===== src/rtl/serial_adder_pkg.sv =====
// Shared definitions for the bit-serial adder: FSM state encoding and the
// default operand width.
package serial_adder_pkg;

  localparam int DEFAULT_WIDTH = 8;

  // 2'd3 is never entered; the FSM decodes it as IDLE.
  typedef enum logic [1:0] {
    IDLE = 2'd0,
    RUN  = 2'd1,
    DONE = 2'd2
  } state_e;

endpackage


===== src/rtl/serial_adder_full_adder_bit.sv =====
// One-bit full adder assembled from two half-adder cells and an OR gate.
// This is the single slice that the serial adder reuses for every bit.

module half_adder (
  input  logic a,
  input  logic b,
  output logic s,
  output logic c
);

  assign s = a ^ b;
  assign c = a & b;

endmodule

module full_adder_bit (
  input  logic a,
  input  logic b,
  input  logic ci,
  output logic s,
  output logic co
);

  logic s1;
  logic c1;
  logic c2;

  half_adder u_ha_ab (
    .a (a),
    .b (b),
    .s (s1),
    .c (c1)
  );

  half_adder u_ha_ci (
    .a (s1),
    .b (ci),
    .s (s),
    .c (c2)
  );

  // Both half adders can never carry at once, so OR is a complete merge.
  assign co = c1 | c2;

endmodule


===== src/rtl/serial_adder.sv =====
// Bit-serial WIDTH-bit adder. Operands arrive in parallel over a valid/ready
// handshake, are added LSB-first one bit per clock through a single
// full_adder_bit slice, and the sum/carry leave in parallel over a second
// valid/ready handshake.
//
// Optional feature macro: SERIAL_ADDER_OVF_EN adds the output port ovf
// (two's-complement signed overflow, timed and held like cy).
//
// State | meaning
// IDLE  | in_ready high, waiting for operands
// RUN   | one bit per cycle, exactly WIDTH cycles
// DONE  | out_valid high, sum/cy held until out_ready

module serial_adder
  import serial_adder_pkg::*;
#(
  parameter int WIDTH = DEFAULT_WIDTH
) (
  input  logic             clk,
  input  logic             rst_n,
  input  logic             in_valid,
  output logic             in_ready,
  input  logic [WIDTH-1:0] A,
  input  logic [WIDTH-1:0] B,
  input  logic             cin,
  output logic [WIDTH-1:0] sum,
  output logic             cy,
  output logic             out_valid,
  input  logic             out_ready,
  output logic             busy
`ifdef SERIAL_ADDER_OVF_EN
  ,
  output logic             ovf
`endif
);

  localparam int CNT_W = $clog2(WIDTH);
  localparam logic [CNT_W-1:0] CNT_LAST = CNT_W'(WIDTH - 1);

  state_e           state_q,  state_d;
  logic [WIDTH-1:0] a_q,      a_d;
  logic [WIDTH-1:0] b_q,      b_d;
  logic             c_q,      c_d;
  logic [CNT_W-1:0] cnt_q,    cnt_d;
  logic [WIDTH-1:0] shadow_q, shadow_d;
  logic [WIDTH-1:0] sum_q,    sum_d;
  logic             cy_q,     cy_d;
`ifdef SERIAL_ADDER_OVF_EN
  logic             ovf_q,    ovf_d;
`else
  // Without overflow reporting the carry into the MSB is never captured.
`endif

  logic fa_s;
  logic fa_co;

  full_adder_bit u_fa (
    .a  (a_q[0]),
    .b  (b_q[0]),
    .ci (c_q),
    .s  (fa_s),
    .co (fa_co)
  );

  // State, datapath and result registers; reset aborts any operation.
  always_ff @(posedge clk or negedge rst_n) begin
    if (!rst_n) begin
      state_q  <= IDLE;
      a_q      <= '0;
      b_q      <= '0;
      c_q      <= 1'b0;
      cnt_q    <= '0;
      shadow_q <= '0;
      sum_q    <= '0;
      cy_q     <= 1'b0;
`ifdef SERIAL_ADDER_OVF_EN
      ovf_q    <= 1'b0;
`endif
    end else begin
      state_q  <= state_d;
      a_q      <= a_d;
      b_q      <= b_d;
      c_q      <= c_d;
      cnt_q    <= cnt_d;
      shadow_q <= shadow_d;
      sum_q    <= sum_d;
      cy_q     <= cy_d;
`ifdef SERIAL_ADDER_OVF_EN
      ovf_q    <= ovf_d;
`endif
    end
  end

  // Next-state, datapath update and handshake outputs.
  always_comb begin
    state_d   = state_q;
    a_d       = a_q;
    b_d       = b_q;
    c_d       = c_q;
    cnt_d     = cnt_q;
    shadow_d  = shadow_q;
    sum_d     = sum_q;
    cy_d      = cy_q;
`ifdef SERIAL_ADDER_OVF_EN
    ovf_d     = ovf_q;
`endif
    in_ready  = 1'b0;
    out_valid = 1'b0;
    busy      = 1'b0;

    case (state_q)
      RUN: begin
        busy     = 1'b1;
        a_d      = a_q >> 1;
        b_d      = b_q >> 1;
        c_d      = fa_co;
        shadow_d = {fa_s, shadow_q[WIDTH-1:1]};
        cnt_d    = cnt_q + 1'b1;
        if (cnt_q == CNT_LAST) begin
          // The port is only updated here, never bit-by-bit.
          state_d = DONE;
          sum_d   = {fa_s, shadow_q[WIDTH-1:1]};
          cy_d    = fa_co;
`ifdef SERIAL_ADDER_OVF_EN
          // c_q is the carry into the MSB on the last bit cycle.
          ovf_d   = c_q ^ fa_co;
`endif
        end
      end
      DONE: begin
        busy      = 1'b1;
        out_valid = 1'b1;
        if (out_ready) begin
          state_d = IDLE;
        end
      end
      default: begin
        in_ready = 1'b1;
        if (in_valid) begin
          a_d     = A;
          b_d     = B;
          c_d     = cin;
          cnt_d   = '0;
          state_d = RUN;
        end
      end
    endcase
  end

  assign sum = sum_q;
  assign cy  = cy_q;
`ifdef SERIAL_ADDER_OVF_EN
  assign ovf = ovf_q;
`endif

endmodule


===== config.mk =====
export PLATFORM = sky130hd
export DESIGN_NAME = serial_adder
export DESIGN_NICKNAME = d
export VERILOG_FILES = /design/src/rtl/serial_adder_pkg.sv /design/src/rtl/serial_adder_full_adder_bit.sv /design/src/rtl/serial_adder.sv
export SDC_FILE = /design/constraint.sdc
export NUM_CORES = 1
export LEC_CHECK = 0
export CORE_ASPECT_RATIO = 1.1
export CORE_UTILIZATION = 30
export CTS_BUF_LIST = sky130_fd_sc_hd__clkbuf_2 sky130_fd_sc_hd__clkbuf_4 sky130_fd_sc_hd__clkbuf_8
export DETAILED_ROUTE_END_ITERATION = 12
export PLACE_DENSITY = 0.51
export REMOVE_ABC_BUFFERS = 1
export SLEW_MARGIN = 40
export SYNTH_ARGS = -nofsm -noshare
export SYNTH_HDL_FRONTEND = slang
export SYNTH_SLANG_ARGS = --single-unit

===== constraint.sdc =====
create_clock -name clk -period 1.42 [get_ports clk]
set_input_delay 0.284 -clock clk [delete_from_list [all_inputs] [get_ports clk]]
set_output_delay 0.284 -clock clk [all_outputs]
set_load 0.02 [all_outputs]

After elaboration in Yosys (flattened, before gate mapping)
Index checks and enable logic that the tools add are counted.
{"block": "word_totals", "reg_bits": 39, "in_bits": 21, "out_inout_bits": 12, "elab_cells": 41}
{"block": "classes", "n_addsub": 1, "reduce_logical": 6, "eq_ne": 5, "bitwise": 6, "muxes": 15}
{"op": "$pmux 8 s2", "n": 2}
{"op": "$mux 8", "n": 2}
{"op": "$mux 2", "n": 3}
{"op": "$pmux 3 s2", "n": 1}
{"op": "$mux 1", "n": 4}
{"op": "$ne 2x2->1 const B", "n": 2}
{"op": "$pmux 2 s2", "n": 1}
{"op": "$reduce_and 2->1", "n": 2}
{"op": "$add 3x1->3 const B", "n": 1}
{"op": "$eq 3x3->1 const B", "n": 1}
{"op": "$mux 3", "n": 1}
{"op": "$reduce_and 3->1", "n": 1}
{"op": "$reduce_bool 3->1", "n": 1}
{"op": "$and 1x1->1", "n": 2}
{"op": "$eq 2x1->1 const B", "n": 1}
{"op": "$eq 2x2->1 const B", "n": 1}
{"op": "$pmux 1 s2", "n": 1}
{"op": "$reduce_bool 2->1", "n": 1}
{"op": "$reduce_or 2->1", "n": 1}
{"op": "$xor 1x1->1", "n": 2}
{"op": "$not 1->1", "n": 1}
{"op": "$or 1x1->1", "n": 1}

Longest topological paths before layout
Gate-level depths: netlist of the first run.
{"block": "logic_depth", "ltp_word": 4, "ltp_mapped": 6, "depth_no_buf": 5}

By module
Synthesis of the first run repeated with hierarchy kept, for this count alone.
{"block": "unflattened", "hier_cells": 132, "area_unflattened_um2": 1689.1}
{"mod": "serial_adder", "area_per_inst_um2": 1657.8, "cells_per_inst": 129, "seq_area_each_um2": 950.9, "instances": 1}
{"mod": "half_adder", "area_per_inst_um2": 12.5, "cells_per_inst": 1, "seq_area_each_um2": 0.0, "instances": 2}
{"mod": "full_adder_bit", "area_per_inst_um2": 6.3, "cells_per_inst": 1, "seq_area_each_um2": 0.0, "instances": 1}

Least setup slack after synthesis of the first run
OpenSTA, ideal clock, no wires.
{"block": "synth_path", "path_type": "flip-flop to flip-flop", "start": "reg state_q[0]", "end": "reg a_q[0]", "path_buffers": 1, "setup_ns": 0.127, "period_less_slack_ns": 1.421, "path_slack_ns": -0.001, "t_arrival_ns": 1.293, "required_ns": 1.293, "stages_incl_launch_ff": 6, "path_cell_list": "dfrtp_1 inv_1 ha_1 o21bai_2 clkbuf_2 o21ai_0"}
{"block": "synth_via", "elab_chain_len": 3, "word_cells_on_any_way": 6, "cone_classes": "eq/ne: 2; mux: 1; bitwise: 1; reduce/logical: 2"}
{"element": "start, declared", "line_no": "serial_adder.sv:40", "text": "state_e state_q, state_d;"}
{"element": "start signal, assigned", "line_no": "serial_adder.sv:80", "text": "state_q <= state_d;"}
{"element": "$eq 2x1->1 or $eq 2x2->1 (tied branches)", "line_no": "serial_adder.sv:111", "text": "case (state_q)"}
{"element": "$reduce_bool 2->1 (no line) or $not 1->1 (tied branches)"}
{"element": "$reduce_and 2->1 (no line)"}
{"element": "end signal, assigned", "line_no": "serial_adder.sv:69", "text": "a_q <= '0;"}
{"element": "end signal, assigned", "line_no": "serial_adder.sv:81", "text": "a_q <= a_d;"}
{"element": "end, declared", "line_no": "serial_adder.sv:41", "text": "logic [WIDTH-1:0] a_q, a_d;"}
Parallel ways exist; a longest one is shown, timed or not.
A chain may end at the register's enable or synchronous reset.

Worst setup path after layout of the first run
{"block": "layout_path", "start": "reg state_q[0]", "end": "out busy"}
{"block": "layout_via", "elab_chain_len": 3, "word_cells_on_any_way": 4, "cone_classes": "eq/ne: 2; mux: 1; reduce/logical: 1"}
{"element": "$eq 2x2->1 or $eq 2x1->1 (tied branches)", "line_no": "serial_adder.sv:111"}
{"element": "$reduce_or 2->1 (no line) *"}
{"element": "$mux 1 *", "line_no": "serial_adder.sv:111"}
{"element": "end, declared", "line_no": "serial_adder.sv:30", "text": "output logic busy"}
Every way passes the cells marked *; elsewhere a longest branch is shown, timed or not.

==> metrics.md, run 1 <==
| Metric | Value |
|---|---|
| Max Transition Viols Final | 0 |
| CP required | 1140 ps |
| WL/cell | 13.35 µm |
| Hold-fix buffers, CTS | 0 |
| Total Wirelength | 3.405 mm |
| H-tree levels | 2 |
| Avg Cell Area, Syn | 12.91 µm² |
| ANT nets after route | 0 |
| Final period utilization | 105.3% |
| WP data arrival | 1210 ps |
| Failing checks | negative setup slack |
| Synth cell types | 20 |
| Max frequency | 0.6688 GHz |
| Die area | approximately 5900 µm² |
| Final worst slack | -75.15 ps |
| Clk slew on worst S/H paths | roughly 70 ps |
| Grt total ovfl | 0 |
| First-pass GRT wire length | 5.409 mm |
| CTS Buffer Depth | 2 |
| Worst slack at placement | -274.2 ps |
| Die H | 80.44 µm |
| Clk Latency, worst-skew pair | 290 ps |
| CP max FO | 2 |
| Reg-to-reg endpoint | cnt_q[1] |
| Final nets | 205 |
| Max cap viols | 0 |
| Setup TNS | -245.6 ps |
| DRC | 0 |
| Area Overhead vs Synth | 51.83% |
| CTS Buf Count | 5 |
| Worst reg2reg startpoint | state_q[0] |
| Leakage power | 0.001201 µW |
| Worst Max-Slew Pin Slew | 489.6 ps |
| Final hold violation count | 0 |
| Vias per cell | 4.600 |
| Endpoints failing setup | 8 |
| Power density of the placed cells | about 2200 nW/µm² |
| Post-Syn Instances | 130 |
| #FFs+latches synth | 38 |
| Status | finished, violations left |
| Pre-Repair DR Iteration Count | 4 |
| Slew HR | 67.36% |
| Layout cells sized above 1 | about 44% |
| Port Buf Inserts | 32 |
| Clock sink count | 38 |
| Placeable Area | 5395 µm² |
| Initial antenna violation count | 0 |
| Crit path kind | flop to output pin |
| Total Routing Usage GR | 12.42% |
| Clk root buf | clkbuf_8 |
| Ys Warns | 0 |
| Crit end category | output pin |
| R2R setup slack | -60 ps |
| DRT iter0 DRCs | 26 |
| CTS tree | done |
| Startpoint Class | flop |
| I/O pin cnt | 33 |
| Largest net degree at the start of global routing | 39 |
| Site Rows | 28 |
| Post-route cell area | ~2500 µm² |
| Seq/Total Area, Yosys | between 50% and 60% |
| Hold Path Class | input pin to async pin |
| Final setup skew | 7.672 ps |
| Dpl cell area | 2148 µm² |
| GPL Wtd Cong | 0.6659 |
| Diodes inserted | 0 |
| Vias post-DR | 1,173 |
| Cell Area, Synth | 1678 µm² |
| DP Wirelength | around 2.1 mm |
| Reg2reg path depth | 6 |
| VDD IR-drop max | between 0.0008 and 0.0009 V |
| RSZ-0062 raised after global routing | yes |
| Die width | 73.31 µm |
| Number of global-route vias before repair | about 1,200 |
| Initial core utilization | a little over 30% |
| Min Tclk post-route | 1495 ps |
[area by class of cell]
class                   instances  area (µm²)
inverters                       3       11.26
clock buffers                   6       82.58
repair buffers                 48       536.8
multi-input cells              83       858.3
fillers                       527        2848
flip-flops and latches         38       952.2
clock inverters                 2       12.51
well taps                      75       93.84
[how the worst max path moves through the flow]
stage | start | end | cells past startpoint
4_1_cts | state_q[1] | state_q[0] | 6
2_1_floorplan | state_q[1] | cnt_q[0] | 4
3_5_place_dp | state_q[0] | busy | 4
6_report | state_q[0] | busy | 4
5_1_grt | cnt_q[0] | state_q[0] | 5
3_3_place_gp | state_q[0] | busy | 4
[what timing repair did]
action                                  CTS  global route
gates resized for setup                  35            64
endpoints found under the setup margin   42            41
setup buffers                             2             0
pin swaps                                 3            19
cloned                                    1             3
[sequential cells by signal (all words and copies together) (netlist names)]
signal	count
a_q	8
sum	8
b_q	8
cnt_q	3
shadow_q	7
cy	1
c_q	1
state_q	2
[logic make-up after synthesis]
| family | after synthesis | synth area share (%) |
|---|---|---|
| AO/OA/AOI/OAI | 22 | 8.352 |
| adder cells (fa/ha/maj) | 5 | 4.176 |
| buffers and inverters | 9 | 3.728 |
| flip-flops | 38 | 56.67 |
| multiplexers | 33 | 20.95 |
| AND/OR/NAND/NOR | 23 | 6.116 |
[synthesized netlist by cell type (all sizes together)]
master / number / share of area [%]
o21bai: 1 / 0.67
dfrtp: 38 / 57
a22o: 2 / 1.0
nand2b: 3 / 1.1
nand2: 18 / 4.2
mux2: 17 / 11
ha: 4 / 3.0
fa: 1 / 1.2
nor2b: 1 / 0.37
mux2i: 16 / 9.5
or2b: 1 / 0.45
o21ai: 17 / 5.1
o311ai: 1 / 0.97
a32o: 1 / 0.60
buf: 5 / 2.8
inv: 3 / 0.67
clkbuf: 1 / 0.30
[metrics by stage]
stage	std cells	utilization [%]	hold WS, ps	total power [µW]
5_1_grt	255	47.22	75.27	6112
4_1_cts	252	42.76	56.68	5147
6_report	255	47.22	37.81	5710
3_3_place_gp	241	39.82	361.9	4127
3_5_place_dp	241	39.82	375.6	4251
2_1_floorplan	124	-	-11.59	3256
[power by group]
part           leakage [µW]  switching, µW  internal, µW  total [µW]
registers          0.000465            400          1620        2020
clock network     0.0000472            385           390         775
logic              0.000689           1300          1610        2910
[cell usage in the layout (no fill, tap or decap), types with 2 or more instances in the layout]
cell | netlist | routed
dlygate4sd2_1 | 0 | 9
dfrtp_1 | 38 | 37
ha_4 | 0 | 3
o21ai_2 | 0 | 10
buf_6 | 3 | 8
nand2_2 | 1 | 4
a22o_1 | 2 | 2
clkdlybuf4s50_1 | 0 | 19
inv_2 | 0 | 3
buf_12 | 0 | 3
mux2i_1 | 16 | 16
clkbuf_8 | 0 | 6
clkbuf_16 | 0 | 3
mux2_2 | 17 | 16
nand2_4 | 0 | 12
nand2_1 | 17 | 2
nand2b_1 | 3 | 3
o21ai_1 | 0 | 7
buf_4 | 1 | 5
[layer usage]
metal / GRT usage, % / vias up / wire length [µm]
li1: - / 553 / -
met1: 14.62 / 578 / 1438
met2: 20.65 / 34 / 1728
met3: 4.391 / 8 / 170
met4: 4.615 / 0 / 68
met5: 0 / - / 0
[worst max-delay path: stages (launching register included)]
cell	delay, ps
dfrtp_2	440
inv_2	90
ha_4	210
inv_2	60
buf_6	120
No activity file was read; power rests on OpenSTA's default activity.
==> inputs of run 2 (changes only) <==
--- a/config.mk
+++ b/config.mk
@@ -5,11 +5,12 @@
 export SDC_FILE = /design/constraint.sdc
 export NUM_CORES = 1
 export LEC_CHECK = 0
+export ABC_CLOCK_PERIOD_IN_PS = 1420
 export CORE_ASPECT_RATIO = 1.1
-export CORE_UTILIZATION = 30
+export CORE_UTILIZATION = 48
 export CTS_BUF_LIST = sky130_fd_sc_hd__clkbuf_2 sky130_fd_sc_hd__clkbuf_4 sky130_fd_sc_hd__clkbuf_8
 export DETAILED_ROUTE_END_ITERATION = 12
-export PLACE_DENSITY = 0.51
+export PLACE_DENSITY = 0.76
 export REMOVE_ABC_BUFFERS = 1
 export SLEW_MARGIN = 40
 export SYNTH_ARGS = -nofsm -noshare
==> metrics.md, run 2 (synthesized netlist as in run 1, its figures left out) <==
| Metric | Value |
|---|---|
| Status | finished, violations left |
| Failing checks | negative setup slack |
| DR top layer | met4 |
| Layout cells sized above 1 | 29.83% |
| Clock Power Share | a little under an eighth |
| Number of global-route vias before repair | 1,162 |
| Final hold violation count | 0 |
| Diodes inserted | 0 |
| Hold WS | 492.9 ps |
| CTS Buffer Depth | 2 |
| Area Overhead vs Synth | 39.90% |
| Die area | roughly 3700 µm² |
| GPL Wtd Cong | 0.8049 |
| Met3 wire len | 132 µm |
| Most frequent cells in the layout | dfrtp_1, clkdlybuf4s50_1, nand2_1 |
| Startpoint Class | flop |
| VDD IR-drop max | 0.001042 V |
| Crit path kind | flop to output pin |
| Placeable Area | 3331 µm² |
| Grt total ovfl | 0 |
| WL/cell | ~14 µm |
| Max cap viols | 0 |
| Clk slew on worst S/H paths | 110 ps |
| First-pass GRT wire length | roughly 5.4 mm |
| Site Rows | 22 |
| Port Buf Inserts | 32 |
| DRC | 0 |
| Min Tclk post-route | roughly 1500 ps |
| Metal2 WL | 1.677 mm |
| ANT nets after route | 0 |
| Crit end category | output pin |
| Initial antenna violation count | 0 |
| Slew HR | 68.67% |
| Largest net degree at the start of global routing | 39 |
| P_sw | 1800 µW |
| Total Routing Usage GR | 19.68% |
| WL met1 | 1.299 mm |
| Vias per cell | about 5.0 |
| Die width | 58.37 µm |
| I/O pin cnt | 33 |
| Initial core utilization | roughly half |
| CTS Buf Count | 5 |
| Leakage power | around 0.0011 µW |
| Internal | 3288 µW |
| Total Wirelength | 3.128 mm |
| Setup TNS | -488.8 ps |
| CP required | 1140 ps |
| Power density of the placed cells | about 2200 nW/µm² |
| WP data arrival | 1220 ps |
| RSZ-0062 raised after global routing | yes |
| Sw Share | 35.37% |
| DRT iter0 DRCs | 29 |
| Commonest non-fill, non-tap cell in the layout | dfrtp_1 |
| Clk Latency, worst-skew pair | 330 ps |
| Max Transition Viols Final | 0 |
| Vias post-DR | 1,144 |
| Clock sink count | 38 |
| CTS tree | done |
| Hold Path Class | flop to flop |
| Worst Max-Slew Pin Slew | 470.0 ps |
| DP Wirelength | approximately 2.1 mm |
| Die H | 64.01 µm |
| CP max FO | 3 |
| Clk root buf | clkbuf_4 |
| Final setup skew | 8.370 ps |
| H-tree levels | 2 |
| Final Power | 5087 µW |
| Sequential Power Share | 37.7% |
| Max frequency | around 0.66 GHz |
| Final worst slack | -84.15 ps |
| Pre-Repair DR Iteration Count | 4 |
| Endpoints failing setup | 13 |
| Comb pwr share | 50.9% |
| Fillers | 245 |
| Final period utilization | 105.9% |
| Final nets | 206 |
run 2: cell types whose count changed in the layout (fill, tap and decap cells not counted), moves of 4 or more:
cell	delta
nand2_4	-11
nand2_2	-4
o21ai_0	+11
clkbuf_8	-5
o21ai_2	-10
nand2_1	+15
clkbuf_4	+6
run 2: final timing paths:
check,startpoint,end,slack [ps],cells after the start
worst max register to register,state_q[1],state_q[0],-80,6
max in group asynchronous,rst_n,state_q[1],570,3
worst min-delay path,a_q[1],a_q[1],490,2
min in group asynchronous,rst_n,b_q[1],530,3
worst min register to register,a_q[1],a_q[1],490,2
worst max-delay path,state_q[1],busy,-80,3
run 2: what timing repair did:
item	4_1_cts	5_1_grt
pin swaps	4	1
hold buffers	1	0
resized for setup	45	10
setup buffers	3	1
endpoints found under the hold margin	38	0
gates cloned	2	0
setup endpoints to repair	40	35
run 2: routing by layer:
layer	vias up	GRT usage [%]
li1	556	-
met5	-	0
met4	0	4.464
met2	30	33.19
met3	2	6.073
met1	556	24.60
run 2: worst max-delay path, stage by stage (launching register included):
cell,delay (ps)
dfrtp_1,440
ha_4,300
inv_2,40
buf_6,120
run 2: area by class of cell:
cell class | instances | area [µm²] | share of cell area, %
flip-flops and latches | 38 | 950.9 | 40.51
multi-input cells | 84 | 758.2 | 32.30
repair buffers | 48 | 503.0 | 21.43
well taps | 48 | 60.06 | 2.559
clock buffers | 7 | 58.81 | 2.505
inverters | 3 | 11.26 | 0.4797
clock inverters | 1 | 5.005 | 0.2132
run 2: power by group through the flow:
stage / clock network, µW / logic, µW / registers (µW)
floorplan: 0 / 1240 / 2020
finish: 582 / 2590 / 1920
detailed placement: 0 / 2290 / 1940
global route: 665 / 2800 / 1980
global placement: 0 / 2180 / 1900
CTS: 607 / 2520 / 1910
run 2: through the flow:
stage               util [%]  setup WS (ps)  area (µm²)  instances
floorplan                  -         -935.9        1627        124
global placement       63.49         -194.0        2115        214
detailed placement     63.49         -266.4        2115        214
CTS                    69.50         -132.3        2315        228
global route           70.47         -147.4        2347        229
finish                 70.47         -84.15        2347        229
